===== src/rtl/quad_decoder.sv =====
// Quadrature encoder decoder: synchronizes A/B, emits registered step/direction pulses and
// counts illegal transitions. Define QUAD_FILTER_EN to add a per-channel glitch filter.
module quad_decoder #(
    parameter int FLT_LEN = 8,
    parameter int ERR_W   = 8
) (
    input  logic             iCLK,
    input  logic             iRESET,
    input  logic             iA,
    input  logic             iB,
    input  logic             iENABLE,
    input  logic             iCLR_ERR,
    output logic             oEN,
    output logic             oUP,
    output logic             oERR,
    output logic [ERR_W-1:0] oERRCNT
);

`ifdef QUAD_FILTER_EN
    localparam int STARTUP = 3 + FLT_LEN;
`else
    localparam int STARTUP = 3;
`endif
    // Sized for the filtered worst case so both builds share one counter definition.
    localparam int                 START_W    = $clog2(4 + FLT_LEN);
    localparam logic [START_W-1:0] START_LAST = START_W'(STARTUP - 1);
    localparam logic [ERR_W-1:0]   ERR_MAX    = '1;

    typedef enum logic {
        INIT,
        TRACK
    } stateT;

    stateT              state;
    stateT              nextState;
    logic [1:0]         syncA;
    logic [1:0]         syncB;
    logic [1:0]         cur;
    logic [1:0]         prev;
    logic [1:0]         nextPrev;
    logic [1:0]         delta;
    logic [START_W-1:0] startCnt;
    logic [START_W-1:0] nextStartCnt;
    logic               nextEn;
    logic               nextUp;
    logic               nextErr;
    logic [ERR_W-1:0]   nextErrCnt;

    // Position of a channel pair along the up sequence 00->01->11->10.
    function automatic logic [1:0] phaseOf(input logic [1:0] ab);
        return {ab[1], ab[1] ^ ab[0]};
    endfunction

    always_ff @(posedge iCLK or posedge iRESET) begin
        if (iRESET) begin
            syncA <= 2'b00;
            syncB <= 2'b00;
        end else begin
            syncA <= {syncA[0], iA};
            syncB <= {syncB[0], iB};
        end
    end

`ifdef QUAD_FILTER_EN
    localparam logic [7:0] FLT_LAST = 8'(FLT_LEN - 1);

    logic       filtA;
    logic       filtB;
    logic [7:0] cntA;
    logic [7:0] cntB;

    // A channel only follows its sync value after FLT_LEN consecutive cycles of disagreement.
    always_ff @(posedge iCLK or posedge iRESET) begin
        if (iRESET) begin
            filtA <= 1'b0;
            filtB <= 1'b0;
            cntA  <= 8'd0;
            cntB  <= 8'd0;
        end else begin
            if (syncA[1] != filtA) begin
                if (cntA == FLT_LAST) begin
                    filtA <= syncA[1];
                    cntA  <= 8'd0;
                end else begin
                    cntA <= cntA + 8'd1;
                end
            end else begin
                cntA <= 8'd0;
            end
            if (syncB[1] != filtB) begin
                if (cntB == FLT_LAST) begin
                    filtB <= syncB[1];
                    cntB  <= 8'd0;
                end else begin
                    cntB <= cntB + 8'd1;
                end
            end else begin
                cntB <= 8'd0;
            end
        end
    end

    assign cur = {filtA, filtB};
`else
    assign cur = {syncA[1], syncB[1]};
`endif

    always_ff @(posedge iCLK or posedge iRESET) begin
        if (iRESET) begin
            state    <= INIT;
            prev     <= 2'b00;
            startCnt <= '0;
            oEN      <= 1'b0;
            oUP      <= 1'b1;
            oERR     <= 1'b0;
            oERRCNT  <= '0;
        end else begin
            state    <= nextState;
            prev     <= nextPrev;
            startCnt <= nextStartCnt;
            oEN      <= nextEn;
            oUP      <= nextUp;
            oERR     <= nextErr;
            oERRCNT  <= nextErrCnt;
        end
    end

    // INIT waits for the synchronizer/filter pipeline to fill before trusting cur,
    // so whatever the encoder rests at is adopted silently as the starting point.
    always_comb begin
        nextState    = state;
        nextPrev     = prev;
        nextStartCnt = startCnt;
        nextEn       = 1'b0;
        nextUp       = oUP;
        nextErr      = 1'b0;
        nextErrCnt   = oERRCNT;
        delta        = phaseOf(cur) - phaseOf(prev);

        case (state)
            INIT: begin
                if (startCnt == START_LAST) begin
                    nextPrev  = cur;
                    nextState = TRACK;
                end else begin
                    nextStartCnt = startCnt + START_W'(1);
                end
            end
            TRACK: begin
                nextPrev = cur;
                case (delta)
                    2'd1: begin
                        nextEn = iENABLE;
                        nextUp = 1'b1;
                    end
                    2'd3: begin
                        nextEn = iENABLE;
                        nextUp = 1'b0;
                    end
                    2'd2:    nextErr = 1'b1;
                    default: ;
                endcase
            end
            default: nextState = INIT;
        endcase

        if (nextErr && (oERRCNT != ERR_MAX)) begin
            nextErrCnt = oERRCNT + ERR_W'(1);
        end
        if (iCLR_ERR) begin
            nextErrCnt = '0;
        end
    end

endmodule


===== config.mk =====
export PLATFORM = sky130hd
export DESIGN_NAME = quad_decoder
export DESIGN_NICKNAME = d
export VERILOG_FILES = /design/src/rtl/quad_decoder.sv
export SDC_FILE = /design/constraint.sdc
export NUM_CORES = 1
export LEC_CHECK = 0
export CORE_MARGIN = 10
export CORE_UTILIZATION = 50
export CTS_CLUSTER_DIAMETER = 50
export DETAILED_ROUTE_END_ITERATION = 16
export GPL_ROUTABILITY_DRIVEN = 0
export PLACE_DENSITY = 0.73
export SLEW_MARGIN = 20
export SYNTH_ARGS = -nofsm -noshare
export SYNTH_HDL_FRONTEND = slang
export SYNTH_SLANG_ARGS = --single-unit

===== constraint.sdc =====
create_clock -name iCLK -period 2.15 [get_ports iCLK]
set_clock_uncertainty 0.05 [all_clocks]
set_input_delay 0.43 -clock iCLK [delete_from_list [all_inputs] [get_ports iCLK]]
set_output_delay 0.43 -clock iCLK [all_outputs]
set_load 0.1 [all_outputs]

==> results of run 1 <==
[metal layers]
metal	GRT usage (%)	share of wire, %	routed length [microns]	vias up
met1	11.0	47	832	333
met5	0	0	0	-
met2	12.7	47	836	13
li1	-	-	-	343
met3	3.78	6.3	113	0
met4	2.14	0	0	0
[power groups by stage]
stage | sequential (W) | clock (W) | combinational (W)
final | 0.000465 | 0.000226 | 0.000272
after floorplan | 0.000603 | 0 | 0.0000642
after global routing | 0.000468 | 0.000253 | 0.000285
after global placement | 0.000472 | 0 | 0.000271
after CTS | 0.000465 | 0.000228 | 0.000275
after detailed placement | 0.000473 | 0 | 0.000274
[through the flow]
stage	utilization, %	worst slack, ns	total power (W)	area (sq um)	hold WS, ns
6_report	63.1	0.227	0.000963	1210	0.319
3_5_place_dp	61.2	0.250	0.000747	1180	0.290
5_1_grt	63.1	0.118	0.00101	1210	0.323
2_1_floorplan	-	0.150	0.000667	993	0.281
4_1_cts	63.1	0.224	0.000968	1210	0.320
3_3_place_gp	61.2	0.337	0.000743	1180	0.284
[logic make-up (layout without fill, tap and decap cells)]
family	Yosys count	after routing	share of synthesized area, %
mux	3	3	3.16
compound gates	11	11	7.45
buf+inv	6	26	2.27
simple gates	34	34	18.6
fa+ha+maj	4	4	5.05
flops	22	22	55.7
xor+xnor	8	8	7.83
[sequential cells by signal, summed over array words and instances (netlist names)]
signal,cells
startCnt,4
oERR,1
oERRCNT,8
syncB,2
prev,2
oEN,1
syncA,2
state,1
oUP,1
[path summary, 6_finish.rpt]
check	startpoint	to	depth (start not counted)
max	prev[1]	oERRCNT[3]	6
min	syncB[0]	syncB[1]	0
max reg2reg	prev[1]	oERRCNT[3]	6
min reg2reg	syncB[0]	syncB[1]	0
max in group asynchronous	iRESET	oUP	3
min in group asynchronous	iRESET	syncA[0]	3
[layout make-up]
type	instances	area [sq um]	area share, %
clock buffers	4	36.3	2.99
flip-flops and latches	22	554	45.7
inverters	5	18.8	1.55
multi-input cells	60	417	34.4
repair buffers	17	153	12.6
well taps	27	33.8	2.79
[synthesized netlist by cell type (all sizes together)]
cell,number,share of area (%)
dfrtp,21,53
nand2,9,3.4
a21oi,5,2.5
inv,5,1.9
xnor2,5,4.4
ha,4,5.1
nor2,4,1.5
o21ai,4,2.0
and2,3,2.0
nand3,3,1.5
nand4,3,1.9
or3,3,1.9
xor2,3,3.4
and3,2,1.3
and4,2,1.8
mux2i,2,2.0
a211oi,1,0.76
buf,1,0.38
dfstp,1,2.7
mux2,1,1.1
nand4b,1,0.88
nor2b,1,0.63
nor3,1,0.50
nor4,1,0.63
o211ai,1,2.1
or2,1,0.63
==> results by group, run 1 <==
CTS
  – Root buffer cell: clkbuf_4
  – Clock Sinks: 22
  – Cts hold-fix bufs: 0
  – Clk slew on worst S/H paths: about 0.12 ns
  – CTS tree: done
  – Clk buf depth: 2
  – H-tree depth: 1
  – Post-CTS Setup Bufs: 0
  – Skew-Pair Late Insertion Delay: 0.30 ns
  – TritonCTS Buffers: 3
  – Post_cts resized: 0

STA
  – Rel. slew slack: between 70 and 80%
  – Final Hold Fails: 0
  – Fmax: roughly 520 MHz
  – Max-slew violations: 0
  – RSZ-0062 raised after global routing: no
  – Slew @ Worst Pin: 0.419 ns
  – Setup TNS: 0 ns
  – Number of setup violations in the final report: 0
  – Post-route clock period utilization: between 80% and 90%
  – Min Tclk post-route: 1.92 ns

Global route
  – Global route overflow: 0
  – First-pass GRT wire length: 2940 microns
  – Largest net degree at the start of global routing: 23
  – Initial antenna violation count: 0
  – Total Routing Usage GR: about 8.5%
  – Number of global-route vias before repair: 661

Worst setup path
  – R2R Setup Slk: 0.23 ns
  – Worst setup path class: flop to flop
  – Worst Path Buf+Inv: 0
  – CP endpoint kind: flop
  – CP delay by family, top: simple AND/OR/NAND/NOR gates
  – Max incr delay on CP: approximately 0.45 ns
  – Crit start category: flop
  – Crit path DAT: 2.11 ns
  – Worst EP required: ~2.3 ns
  – CP Cell Sequence: xor2_1 > ha_1 > and2_1 > o211ai_4 > or3_1 > a21oi_1
  – Largest driver fanout on the critical path: 8
  – CP max-delay cell: dfrtp_1

Power and ir drop
  – Clock Power Share: 23.5%
  – P per Cell Area: just under 800 nW/um^2
  – Switching share of power: between 30% and 40%
  – Int Power: 0.000631 W
  – Switching power total: 0.000332 W
  – Peak VDD IR: around 0.63 mV
  – Sequential power share: between 40% and 50%
  – Leakage: ~0.55 nW
  – Combinational Power Share: 28.3%

Synthesis
  – Mapped Nets: 98
  – Warnings from Yosys: 0
  – Synth Instances: 88
  – Synth Cell Area: 991 sq um
  – Synth Register Bits: 22
  – Netlist cell types: 28
  – Synth Area per Inst: 11.3 sq um
  – Post-synthesis sequential area ratio: 55.7%

Die
  – Chip width: 64.5 microns
  – Height of the die: 64.5 microns
  – Starting density of the core: between 50% and 60%
  – Site row count: 16
  – Core area: 1920 sq um
  – Die footprint: 4160 sq um
  – Io pins: 17

Layout
  – Ratio of cells with drive above 1 in the final layout: between 20% and 30%
  – Fillers: 176
  – Non-filler instance count after layout: 135
  – Area delta synth->final: 22.3%
  – Most common cell after layout, fill and taps aside: dfrtp_1
  – Final nets: 119
  – Antenna diodes: 0
  – Commonest non-fill, non-tap cells in the layout: 19 x dfrtp_1, 11 x buf_4, 9 x nand2_1

Route
  – Routed wire length: 1780 microns
  – Vias post-DR: 689
  – Post-DRT Antenna Nets: 0
  – Drt pass-1 iters: 4
  – Drt drc: 0
  – Vias per cell: 5.10
  – 1st-iter DRT viols: 14
  – Routed len/inst: 13.2 microns

Placed design
  – Buffers on Ports: 16
  – Final HPWL DP: 1350 microns
  – Placed Instances: around 130

Flow run
  – # Max-Cap Violations: 0

Worst hold path
  – Hold Path Class: flop to flop

Status
  – Status: finished, final reports clean
Note: power is estimated with default switching activity, not from simulation.
==> run 2: changes to the inputs <==
CORE_MARGIN = 8   (was 10)
==> results by group, run 2 (same netlist as run 1, synthesis figures left out) <==
Status
  – Status: finished, final reports clean

CTS
  – Cts hold-fix bufs: 0
  – Clock Sinks: 22
  – Root buffer cell: clkbuf_4
  – Post_cts resized: 0
  – H-tree depth: 1
  – CTS tree: done
  – Post-CTS Setup Bufs: 0
  – Clk slew on worst S/H paths: 0.12 ns
  – TritonCTS Buffers: 3
  – Clk buf depth: 2
  – Skew-Pair Late Insertion Delay: slightly above 0.3 ns

Worst setup path
  – Worst flop-to-flop path endpoint: oERRCNT[3]
  – CP endpoint kind: flop
  – Crit start category: flop
  – R2R Setup Slk: 0.25 ns
  – Max incr delay on CP: 0.44 ns
  – Worst Path Buf+Inv: 0
  – Worst setup path class: flop to flop
  – CP delay by family, top: simple AND/OR/NAND/NOR gates
  – CP Launch Point: prev[1]
  – Largest driver fanout on the critical path: 8
  – Crit path DAT: 2.10 ns
  – Worst EP required: about 2.4 ns
  – FF-to-FF path depth: 6
  – RR Startpoint: prev[1]
  – CP max-delay cell: dfrtp_1
  – CP Cell Sequence: xor2_1 > ha_1 > and2_1 > o211ai_4 > or3_1 > a21oi_1

STA
  – Final Hold Fails: 0
  – Fmax: 526 MHz
  – Min Tclk post-route: 1.90 ns
  – Setup ws final: 0.250 ns
  – Number of setup violations in the final report: 0
  – Rel. slew slack: ~72%
  – Minimum hold slack: 0.312 ns
  – RSZ-0062 raised after global routing: no
  – Setup TNS: 0 ns
  – Max-slew violations: 0
  – Post-route clock period utilization: between 80% and 90%
  – Slew @ Worst Pin: 0.422 ns

Placed design
  – Dpl ws: 0.277 ns
  – Buffers on Ports: 16
  – Final HPWL DP: 1270 microns

Layout
  – Max FFs per register: 8
  – Most common cell after layout, fill and taps aside: dfrtp_1
  – Ratio of cells with drive above 1 in the final layout: between 20% and 30%
  – Post-layout util: 63.1%
  – Commonest non-fill, non-tap cells in the layout: 19 x dfrtp_1, 11 x buf_4, 9 x nand2_1
  – Area delta synth->final: 22.3%
  – Biggest regs: oERRCNT x8, startCnt x4
  – Largest Register: oERRCNT
  – Final nets: 119
  – Antenna diodes: 0

Worst hold path
  – Worst Min Path Start: syncB[0]
  – Hold Path Class: flop to flop
  – Hold Path End: syncB[1]
  – WHS Path Cells: 0

Die
  – Io pins: 17
  – Die footprint: 3660 sq um
  – Height of the die: 60.5 microns
  – Chip width: a little over 60 microns
  – Core area: 1920 sq um
  – Starting density of the core: 51.6%
  – Site row count: 16

Route
  – Vias per cell: 5.06
  – Routed len/inst: 12.6 microns
  – Routed wire length: 1700 microns
  – 1st-iter DRT viols: 5
  – Drt drc: 0
  – Drt pass-1 iters: 3
  – Post-DRT Antenna Nets: 0
  – Vias post-DR: 683

Flow run
  – # Max-Cap Violations: 0

Global route
  – Largest net degree at the start of global routing: 23
  – Number of global-route vias before repair: 709
  – First-pass GRT wire length: between 2000 and 3000 microns
  – Global route overflow: 0
  – Total Routing Usage GR: 10.7%
  – Initial antenna violation count: 0

Power and ir drop
  – Leakage: 0.551 nW
  – P per Cell Area: 799 nW/um^2
  – Peak VDD IR: 0.486 mV
-- run 2: cell counts in the layout (fill, tap and decap cells not counted) --
Identical to the previous run, type by type.
-- run 2: layout make-up --
cell class	instances	area, sq um
Clock buffer	4	36.3
Tap cell	27	33.8
Timing Repair Buffer	17	153
Inverter	5	18.8
Sequential cell	22	554
Multi-Input combinational cell	60	417
Fill cell	159	709
-- run 2: how the worst max path moves through the flow --
| stage | to | cells after the start | slack (ns) |
|---|---|---|---|
| final | oERRCNT[3] | 6 | 0.25 |
| after global routing | oERRCNT[3] | 6 | 0.07 |
| after CTS | oERRCNT[3] | 6 | 0.25 |
| after detailed placement | oERRCNT[3] | 6 | 0.28 |
| after global placement | oERRCNT[5] | 6 | 0.34 |
| after floorplan | oERRCNT[1] | 4 | 0.15 |
-- run 2: per-layer routing --
metal  GRT usage (%)  vias up  wire length (microns)
li1                -      340                      -
met1            12.1      325                    771
met2            16.6       16                    775
met3            3.60        2                    126
met4            7.31        0                     24
met5               0        -                      0
-- run 2: power breakdown --
part / internal, W / total [W] / leakage (nW) / switching (W)
Clock: 0.000104 / 0.000233 / 0.0210 / 0.000129
Combinational: 0.0000838 / 0.000271 / 0.256 / 0.000187
Sequential: 0.000444 / 0.000465 / 0.274 / 0.0000207
-- run 2: per-stage QoR --
step | instance area [sq um] | std cells | total power [W]
after floorplan | 993 | 88 | 0.000667
after global placement | 1180 | 131 | 0.000742
after detailed placement | 1180 | 131 | 0.000746
after CTS | 1210 | 135 | 0.000979
after global routing | 1210 | 135 | 0.00101
final | 1210 | 135 | 0.000969
